--- src/rtl/icache_direct.sv ---
// icache_direct: direct-mapped read-only instruction cache with a single-word miss FSM.
// Define ICACHE_PREFETCH_EN to add a next-line prefetch after each demand fill.
module icache_direct #(
  parameter int SETS  = 16,
  parameter int CNT_W = 32
) (
  input  logic             CLK,
  input  logic             nRST,
  input  logic             imemREN,
  input  logic [31:0]      imemaddr,
  output logic             ihit,
  output logic [31:0]      imemload,
  input  logic             flush,
  output logic             iREN,
  output logic [31:0]      iaddr,
  input  logic             iwait,
  input  logic [31:0]      iload,
  output logic [CNT_W-1:0] hit_count,
  output logic [CNT_W-1:0] miss_count
);

  localparam int IDX   = $clog2(SETS);
  localparam int TAG_W = 30 - IDX;

  localparam logic [1:0] S_IDLE = 2'd0;
  localparam logic [1:0] S_FILL = 2'd1;
`ifdef ICACHE_PREFETCH_EN
  localparam logic [1:0] S_PREF = 2'd2;
`endif

  logic [1:0]       state_q, state_d;
  logic [29:0]      maddr_q, maddr_d;
  logic             drop_q, drop_d;
  logic [SETS-1:0]  valid_q, valid_d;
  logic [CNT_W-1:0] hit_q, hit_d;
  logic [CNT_W-1:0] miss_q, miss_d;

  logic [TAG_W-1:0] tag_q  [SETS];
  logic [31:0]      data_q [SETS];

  logic [IDX-1:0]   req_idx;
  logic [TAG_W-1:0] req_tag;
  logic [IDX-1:0]   m_idx;
  logic [TAG_W-1:0] m_tag;
  logic             lookup;
  logic             busy;
  logic             done;
  logic             miss_ev;
  logic             unused_lsb;

  assign req_idx    = imemaddr[IDX+1:2];
  assign req_tag    = imemaddr[31:IDX+2];
  assign m_idx      = maddr_q[IDX-1:0];
  assign m_tag      = maddr_q[29:IDX];
  assign unused_lsb = ^imemaddr[1:0];

  assign lookup = imemREN && valid_q[req_idx]
               && (tag_q[req_idx] == req_tag);
  assign busy   = (state_q != S_IDLE);
  assign done   = busy && !iwait;

`ifdef ICACHE_PREFETCH_EN
  logic [29:0]      nxt_addr;
  logic [IDX-1:0]   n_idx;
  logic [TAG_W-1:0] n_tag;
  logic             nxt_present;

  assign nxt_addr    = maddr_q + 30'd1;
  assign n_idx       = nxt_addr[IDX-1:0];
  assign n_tag       = nxt_addr[29:IDX];
  // A flush in this cycle invalidates the next line too
  assign nxt_present = valid_q[n_idx] && !flush
                    && (tag_q[n_idx] == n_tag);
`endif

  always_comb begin
    ihit = 1'b0;
    unique case (1'b1)
      (state_q == S_IDLE): ihit = lookup;
`ifdef ICACHE_PREFETCH_EN
      (state_q == S_PREF): ihit = lookup && (req_idx != m_idx);
`endif
      default: ihit = 1'b0;
    endcase
  end

  assign imemload   = ihit ? data_q[req_idx] : 32'd0;
  assign iREN       = busy;
  assign iaddr      = busy ? {maddr_q, 2'b00} : 32'd0;
  assign hit_count  = hit_q;
  assign miss_count = miss_q;
  assign miss_ev    = (state_q == S_IDLE) && imemREN && !lookup;

  always_comb begin
    state_d = state_q;
    maddr_d = maddr_q;
    drop_d  = drop_q;
    valid_d = valid_q;
    if (flush)
      valid_d = '0;
    if (busy && flush)
      drop_d = 1'b1;
    unique case (1'b1)
      (state_q == S_IDLE): begin
        if (miss_ev) begin
          state_d = S_FILL;
          maddr_d = imemaddr[31:2];
        end
      end
      done: begin
        valid_d[m_idx] = !(drop_q || flush);
        drop_d         = 1'b0;
        state_d        = S_IDLE;
`ifdef ICACHE_PREFETCH_EN
        if ((state_q == S_FILL) && !nxt_present) begin
          state_d = S_PREF;
          maddr_d = nxt_addr;
        end
`endif
      end
      default: ;
    endcase
  end

  always_comb begin
    hit_d  = hit_q;
    miss_d = miss_q;
    if (ihit && (hit_q != '1))
      hit_d = hit_q + CNT_W'(1);
    if (miss_ev && (miss_q != '1))
      miss_d = miss_q + CNT_W'(1);
  end

  always_ff @(posedge CLK) begin
    if (!nRST) begin
      state_q <= S_IDLE;
      maddr_q <= '0;
      drop_q  <= 1'b0;
      valid_q <= '0;
      hit_q   <= '0;
      miss_q  <= '0;
    end else begin
      state_q <= state_d;
      maddr_q <= maddr_d;
      drop_q  <= drop_d;
      valid_q <= valid_d;
      hit_q   <= hit_d;
      miss_q  <= miss_d;
    end
  end

  // Frame payload needs no reset; the valid bits gate it
  always_ff @(posedge CLK) begin
    if (nRST && done) begin
      tag_q[m_idx]  <= m_tag;
      data_q[m_idx] <= iload;
    end
  end

endmodule

--- config.mk ---
export PLATFORM = sky130hd
export DESIGN_NAME = icache_direct
export DESIGN_NICKNAME = d
export VERILOG_FILES = /design/src/rtl/icache_direct.sv
export SDC_FILE = /design/constraint.sdc
export NUM_CORES = 1
export LEC_CHECK = 0
export CAP_MARGIN = 20
export CORE_MARGIN = 8
export CORE_UTILIZATION = 45
export DETAILED_ROUTE_END_ITERATION = 7
export PLACE_DENSITY_LB_ADDON = 0.15
export SKIP_LAST_GASP = 1
export SLEW_MARGIN = 25
export SYNTH_ARGS = -nofsm -noshare
export SYNTH_HDL_FRONTEND = slang
export SYNTH_SLANG_ARGS = --single-unit
--- constraint.sdc ---
create_clock -name CLK -period 6.65 [get_ports CLK]
set_input_delay 0.665 -clock CLK [delete_from_list [all_inputs] [get_ports CLK]]
set_output_delay 0.665 -clock CLK [all_outputs]
set_load 0.005 [all_outputs]
Word-level counts from Yosys, hierarchy flattened
Memory sizes are Yosys's and may differ from the RTL's.
Cells that the tools add are included.
{ "classes": {"reduce_logical": 20, "shift": 0, "n_mux": 14, "n_mul": 0, "n_eq_ne": 4, "n_bitwise": 1, "div": 0, "add_sub_neg": 2, "n_lt_le_gt_ge": 3} }
{ "ops": {"columns": ["cell", "count"], "rows": [
  ["adder 32 x 1 -> 32 bit (second input constant)", 2],
  ["2-to-1 mux 32 bit", 2],
  ["!= test 32 bit (second input constant)", 2],
  ["2-to-1 mux 16 bit", 2],
  ["== test 26 bit", 1],
  ["bitwise mux 16 bit", 1],
  ["logical AND 1 bit", 10],
  ["< comparator 4 x 5 -> 1 bit (second input constant)", 2],
  ["2-to-1 mux 1 bit", 5],
  ["binary-select mux 1 bit (select 4 bit)", 1],
  ["demux 1 bit (select 4 bit)", 1],
  ["greater-or-equal comparator 4 x 1 -> 1 bit (second input constant)", 1],
  ["one-hot mux 2 bit (2 select lines)", 1],
  ["AND reduction 2 bit", 2],
  ["nonzero test 2 bit", 2],
  ["logical NOT 1 bit", 3],
  ["logical NOT 2 bit", 1],
  ["2-to-1 mux 2 bit", 1],
  ["!= test 2 bit (second input constant)", 1],
  ["OR reduction 2 bit", 1],
  ["logical OR 1 bit", 1],
  ["NOT 1 bit", 1]
]} }
{ "totals": {"reg_bits": 113, "inputBits": 69, "latch_bits": 0, "ram_bits": 928, "word_cells": 52, "mem_count": 2, "rom_bits": 0, "out_inout_bits": 130} }
{ "mem_list": {"columns": ["name", "words", "width", "read_ports", "rd_clocked_by_memory_dff", "wr", "line_no", "rtl"], "rows": [
  ["data_q", 16, 32, 1, 0, 1, "39", "logic [31:0] data_q [SETS];"],
  ["tag_q", 16, 26, 1, 0, 1, "38", "logic [TAG_W-1:0] tag_q [SETS];"]
]} }

Depth between registers and ports, before layout
Gate-level depths: netlist of run 1.
{ "depth": {"ltp_word": 8, "depth_mapped": 16, "mapped_depth_nobuf": 9} }

Least setup slack after synthesis of run 1
Ideal clock, no wire load.
{ "synth_path": {"path_kind": "input-to-reg", "startpoint": "in nRST", "endpoint": "mem data_q[1][0] (enable)", "setup_time_ps": 474, "path_buffers": 1, "cell_stages": 4, "required_ps": 6176, "setup_slack_ps": 2092, "t_arrival_ps": 4083, "path_cell_list": "clkbuf_1 > inv_2 > or4_1 > nor2_1"} }
{ "synth_between": {"elab_chain_cells": 3} }
{ "synth_lines": {"columns": ["item", "line_no", "rtl"], "rows": [
  ["start, declared", "8", "input logic nRST,"],
  ["logical AND 1 bit", "154", "if (nRST && done) begin"],
  ["2-to-1 mux 1 bit", "154", null],
  ["2-to-1 mux 1 bit (implied by the code)", "156", "data_q[m_idx] <= iload;"],
  ["end, declared", "39", null]
]} }
Every way passes these cells.

Worst setup path after layout of run 1
{ "layout_path": {"startpoint": "in imemaddr[2]", "endpoint": "out imemload[0]"} }
{ "layout_between": {"elab_chain_cells": 6, "elab_cells_between_ends": 9, "classes_between": "eq/ne: 1; mux: 4; reduce/logical: 2; memory: 2"} }
{ "layout_lines": {"columns": ["item", "line_no", "rtl"], "rows": [
  ["start, declared", "10", "input logic [31:0] imemaddr,"],
  ["parallel branches: the longest is 5 deep, another holds memory (16 x 26 bit)", null, null],
  ["2-to-1 mux 32 bit (*)", "87", "assign imemload = ihit ? data_q[req_idx] : 32'd0;"],
  ["end, declared", "12", "output logic [31:0] imemload,"]
]} }
Every way passes the cells marked *. The select of a mux whose other input is x is not followed.

==> results_dict.tcl, run 1 <==
set metrics [dict create \
    finalWeightedCongestion 0.834 \
    period_minus_slack_ns 5.99 \
    wl_per_cell_um 27.8 \
    max_freq_mhz 167 \
    die_x_um 321 \
    rows 111 \
    outcome "finished, final reports clean" \
    worst_clock_skew_ns 0.0403 \
    critPathLaunchType "input port" \
    grt_pass1_wl_um 154000 \
    post-dp-hpwl_um 57900 \
    setup_viol 0 \
    total_power_mw 13.8 \
    cts_made_buffers 107 \
    fin_crit_sh_pct 90.1 \
    slew_headroom_pct 31.6 \
    htreeDepth 3 \
    power_leakage_nw 15.3 \
    worst-path-max-fanout 36 \
    gr-total-overflow 0 \
    drt_iter0_markers 2386 \
    routed_wl_um 105000 \
    ctsResizeCount 0 \
    timing.max_cap.violations 0 \
    dpl_cell_area_um2 45200 \
    syn_area_um2 41700 \
    maxSlewViolCount 0 \
    synth_edf_count 928 \
    clkLatencyLatePin_ns 0.67 \
    finalInstanceArea_um2 48800 \
    grt_pass1_vias 23000 \
    rsz0062_at_grt "no" \
    crit_type "input port to primary output" \
    grtUsageTotal_pct 20.1 \
    whs_ns 0.481 \
    post_cts_buffers 0 \
    finalNetCount 2511 \
    area_growth_pct 17.0 \
    final_util_pct 53.2 \
    final_cells 3782 \
    avgSynthCellArea_um2 18.8 \
    crit_required_ns 5.98 \
    cts_tree "done" \
    synthFlopType "edfxtp_1" \
    drc 0 \
    async_flop_share_pct 0 \
    vias 22200 \
    cp_data_arrival_time_ns 5.32 \
    detail-route-antenna-nets 0 \
    ctsLongestPathBuffers 3 \
    min_path_type "flip-flop to flip-flop" \
    clk_pin_slew_ns 0.06 \
    drt-pass1-iter-count 6 \
    core-area_um2 91800 \
    yosys_warnings 0 \
    ys_ff_latch 1040 \
    clock_sinks 1040 \
    final.setup.worst_slack_ns 0.662 \
    dpl.cell_count 3573 \
    fp.dieArea_um2 103000 \
    dp_slack_ns 0.562 \
    final.setup.tns_ns 0 \
    endpoint_kind "primary output" \
    cts_root_buf "clkbuf_16" \
    die_h_um 321 \
    finalHoldViolCount 0 \
    tightest_slew_ns 1.02 \
    ctsHoldBuffers 0 \
    synth_seq_area_share_pct 72.2 \
    ir_drop_uv 224 \
    boundaryPins 199 \
    antenna_found_initial 9 \
    via_per_inst 5.88 \
    initial_utilization_pct 45.5 \
    synthDistinctLibCells 74 \
    port_buffers 194 \
    mostFrequentLayoutCells "edfxtp_1 (928), mux4_2 (254), clkdlybuf4s50_1 (189)" \
    syn_inst 2214 \
    grt_max_degree 97 \
    mostFrequentLayoutCell "edfxtp_1" \
    layout-drive-gt1-share_pct 20.9 \
    power_density_nw_per_um2 283 \
]
## cell usage after synthesis, types with 30 or more instances
library cell,number,area (um^2)
a21oi_1,42,210
nand2_1,67,251
mux4_2,254,5720
or3_1,39,244
nor2b_1,37,231
o21ai_0,36,180
clkbuf_1,67,251
and2_1,41,257
inv_1,30,113
nor2_1,69,259
dfxtp_1,112,2240
mux2i_1,98,981
nand3_1,33,165
edfxtp_1,928,27900
## cells by family (layout without fill, tap and decap cells)
group                    Yosys count  after routing  share of synthesized area, %
flip-flops                      1040           1040                          72.2
AND/OR/NAND/NOR                  411            411                          5.50
multiplexers                     370            370                          16.5
AO/OA/AOI/OAI                    196            196                          3.25
buffers and inverters            168            487                          1.93
XOR/XNOR                          26             26                         0.546
adder cells (fa/ha/maj)            2              2                        0.0600
other                              1              7                       0.00899
## state kept, by name (all words and copies together), names as in the netlist
| name | count |
|---|---|
| data_q | 512 |
| drop_q | 1 |
| hit_count | 32 |
| maddr_q | 30 |
| miss_count | 32 |
| state_q | 1 |
| tag_q | 416 |
| valid_q | 16 |
## path summary, 6_finish.rpt
path         cells past startpoint  slack, ns     startpoint             to
max                             11       0.66    imemaddr[2]    imemload[0]
min reg2reg                      2       0.48  hit_count[30]  hit_count[30]
max reg2reg                      9       1.99    tag_q[7][4]  hit_count[11]
min                              2       0.48  hit_count[30]  hit_count[30]
## layer usage
layer,global-route usage (%),vias to the layer above,wire [um]
li1,-,9515,-
met1,27.2,11800,43900
met2,33.7,728,52100
met3,3.37,174,6550
met4,5.45,10,2350
met5,0,-,77
## critical path, cell delays in order
cell	delay, ns
buf_8	0.35
buf_4	0.48
nand2b_1	0.34
o22ai_1	0.13
o21ai_0	0.30
nand3b_1	0.13
mux4_2	0.53
nor4b_1	0.55
nand4b_4	0.82
nor2b_1	0.36
clkdlybuf4s50_1	0.55
## area by class of cell
type	instances	area [um^2]
Multi-Input combinational cell	1007	10900
Fill cell	7259	43000
Clock inverter	79	749
Sequential cell	1040	30100
Timing Repair Buffer	251	2540
Clock buffer	124	2780
Antenna cell	5	12.5
Tap cell	1243	1560
Inverter	33	126
## where the power goes
part	internal, mW	switching (mW)	total [mW]
logic	0.287	0.360	0.647
registers	7.15	0.0536	7.20
clock network	3.47	2.50	5.97
Note: power is estimated with default switching activity, not from simulation.
==> run 2: changes to the inputs <==
Settings changed: CAP_MARGIN 20 to unset.
==> results of run 2 <==
Final layout, timing and power as in run 1 (identical DEF).
==> run 3: changes to the inputs <==
Settings changed: ABC_CLOCK_PERIOD_IN_PS set to 6650, PLACE_DENSITY set to 0.58, PLACE_DENSITY_LB_ADDON 0.15 to unset, SLEW_MARGIN 25 to unset.
==> results_dict.tcl, run 3 (synthesized netlist as in run 1, its figures left out) <==
set metrics [dict create \
    drt-pass1-iter-count 5 \
    max_freq_mhz 183 \
    p_sw_share_pct 20.5 \
    crit_buf_inv 4 \
    cp-endpoint "imemload[3]" \
    ir_drop_uv 193 \
    period_minus_slack_ns 5.47 \
    grt_pass1_vias 22700 \
    outcome "finished, final reports clean" \
    rows 111 \
    timing.max_cap.violations 0 \
    setup_viol 0 \
    crit_type "input port to primary output" \
    slew_headroom_pct 27.1 \
    power_frac_clock_pct 43.7 \
    wl_per_cell_um 27.7 \
    finalNetCount 2505 \
    power.share.combinational_pct 4.6 \
    ctsResizeCount 0 \
    fp.dieArea_um2 103000 \
    maxSlewViolCount 0 \
    biggestRegsByFlops "data_q x512, tag_q x416" \
    port_buffers 194 \
    power_leakage_nw 15.2 \
    routed_wl_um 104000 \
    whs_ns 0.487 \
    worstReg2RegStart "tag_q[15][21]" \
    worst_clock_skew_ns 0.0331 \
    fin_crit_sh_pct 82.3 \
    endpoint_kind "primary output" \
    boundaryPins 199 \
    crit_path_top_delay_cell "mux4_2" \
    tightest_slew_ns 1.09 \
    die_x_um 321 \
    finalWeightedCongestion 0.825 \
    p_sw_mw 2.86 \
    r2r_slack_ns 2.43 \
    dpl_cell_area_um2 45200 \
    final_util_pct 53.1 \
    dpl.cell_count 3568 \
    post-dp-hpwl_um 56100 \
    startpoint "imemaddr[3]" \
    crit_required_ns 5.98 \
    cp_slowest_stage_delay_ns 0.57 \
    crit_cells 12 \
    vias 22100 \
    path_common_cell "buf_4" \
    critPathLaunchType "input port" \
    finalHoldViolCount 0 \
    min_path_type "flip-flop to flip-flop" \
    grt_pass1_wl_um 154000 \
    drt_iter0_markers 2019 \
    cts_tree "done" \
    p_seq_share_pct 51.7 \
    ctsHoldBuffers 0 \
    finalInstanceArea_um2 48800 \
    gr-total-overflow 0 \
    worst-path-max-fanout 42 \
    rsz0062_at_grt "no" \
    grtUsageTotal_pct 20.0 \
    final_cells 3765 \
    core-area_um2 91800 \
    die_h_um 321 \
    clk_pin_slew_ns 0.06 \
    clkLatencyLatePin_ns 0.67 \
    rr_worst_depth 10 \
    r2r-end "miss_count[4]" \
    cp_data_arrival_time_ns 4.81 \
    final.setup.tns_ns 0 \
    detail-route-antenna-nets 0 \
    cts_made_buffers 107 \
    power.internal_mw 11.1 \
    critical_path.top_delay_family "buffers and inverters" \
    ctsLongestPathBuffers 3 \
    cts_root_buf "clkbuf_16" \
    via_per_inst 5.87 \
    layout-drive-gt1-share_pct 20.6 \
    grt_max_degree 75 \
    largest_register_ffs 512 \
    post_cts_buffers 0 \
    antenna_found_initial 7 \
    initial_utilization_pct 45.5 \
    power_density_nw_per_um2 286 \
    mostFrequentLayoutCells "edfxtp_1 (928), mux4_2 (254), clkdlybuf4s50_1 (189)" \
    htreeDepth 3 \
    clock_sinks 1040 \
    drc 0 \
    mostFrequentLayoutCell "edfxtp_1" \
    area_growth_pct 16.9 \
    critical_path.cell_chain "buf_6 > buf_4 > mux4_2 > a22o_1 > a221oi_1 > xnor2_1 > nor4_1 > and4b_1 > nand4b_4 > buf_4 > nor2b_1 > clkdlybuf4s50_1" \
    max_flop_register "data_q" \
]
==> run 3: cell types whose count changed in the layout (fill, tap and decap cells not counted), moves of 3 or more <==
| cell | change |
|---|---|
| buf_4 | -5 |
| clkbuf_8 | +3 |
| bufinv_16 | +5 |
| clkinv_2 | -8 |
| clkinv_1 | -8 |
| clkinvlp_4 | -3 |
==> run 3: worst register-to-register path, stage by stage, from the launching register on <==
cell	delay, ns
edfxtp_1	0.37
mux4_2	0.47
mux2i_1	0.25
mux2i_1	0.38
o21ai_0	0.21
a2111oi_0	0.62
nand4b_1	0.33
o311ai_4	0.34
buf_4	0.72
o21ai_0	0.29
a21oi_1	0.17
==> run 3: power by group through the flow <==
| stage | combinational [mW] | sequential [mW] | clock [mW] |
|---|---|---|---|
| detailed placement | 0.655 | 7.34 | 0 |
| global route | 0.691 | 7.20 | 6.46 |
| floorplan | 0.411 | 7.32 | 0 |
| global placement | 0.646 | 7.33 | 0 |
| CTS | 0.657 | 7.20 | 6.20 |
| finish | 0.645 | 7.20 | 6.09 |
==> run 3: worst min path at each step <==
| stage | startpoint | endpoint | slack, ns | cells past startpoint |
|---|---|---|---|---|
| CTS | hit_count[30] | hit_count[30] | 0.49 | 2 |
| global route | hit_count[30] | hit_count[30] | 0.51 | 2 |
| detailed placement | hit_count[30] | hit_count[30] | 0.48 | 2 |
| global placement | miss_count[10] | miss_count[10] | 0.47 | 2 |
| floorplan | hit_count[16] | hit_count[16] | 0.46 | 2 |
| finish | hit_count[30] | hit_count[30] | 0.49 | 2 |
==> run 3: area by class of cell <==
type	count	area, um^2
multi-input cells	1007	10900
diodes	5	12.5
well taps	1243	1560
clock inverters	64	756
flip-flops and latches	1040	30100
clock buffers	128	2810
repair buffers	245	2460
inverters	33	126
fillers	7151	43000
==> run 3: per-layer routing <==
metal	wire [um]	track usage [%]	vias to the layer above
met4	1910	4.86	6
met2	51700	33.7	625
met3	5870	3.51	136
met5	41	0	-
li1	-	-	9488
met1	44700	27.2	11800
==> run 3: metrics by stage <==
step           power [mW]  worst slack [ns]
6_report             13.9              1.18
5_1_grt              14.4             0.904
4_1_cts              14.1              1.10
3_5_place_dp         7.99              1.15
3_3_place_gp         7.98              1.16
2_1_floorplan        7.73              2.09
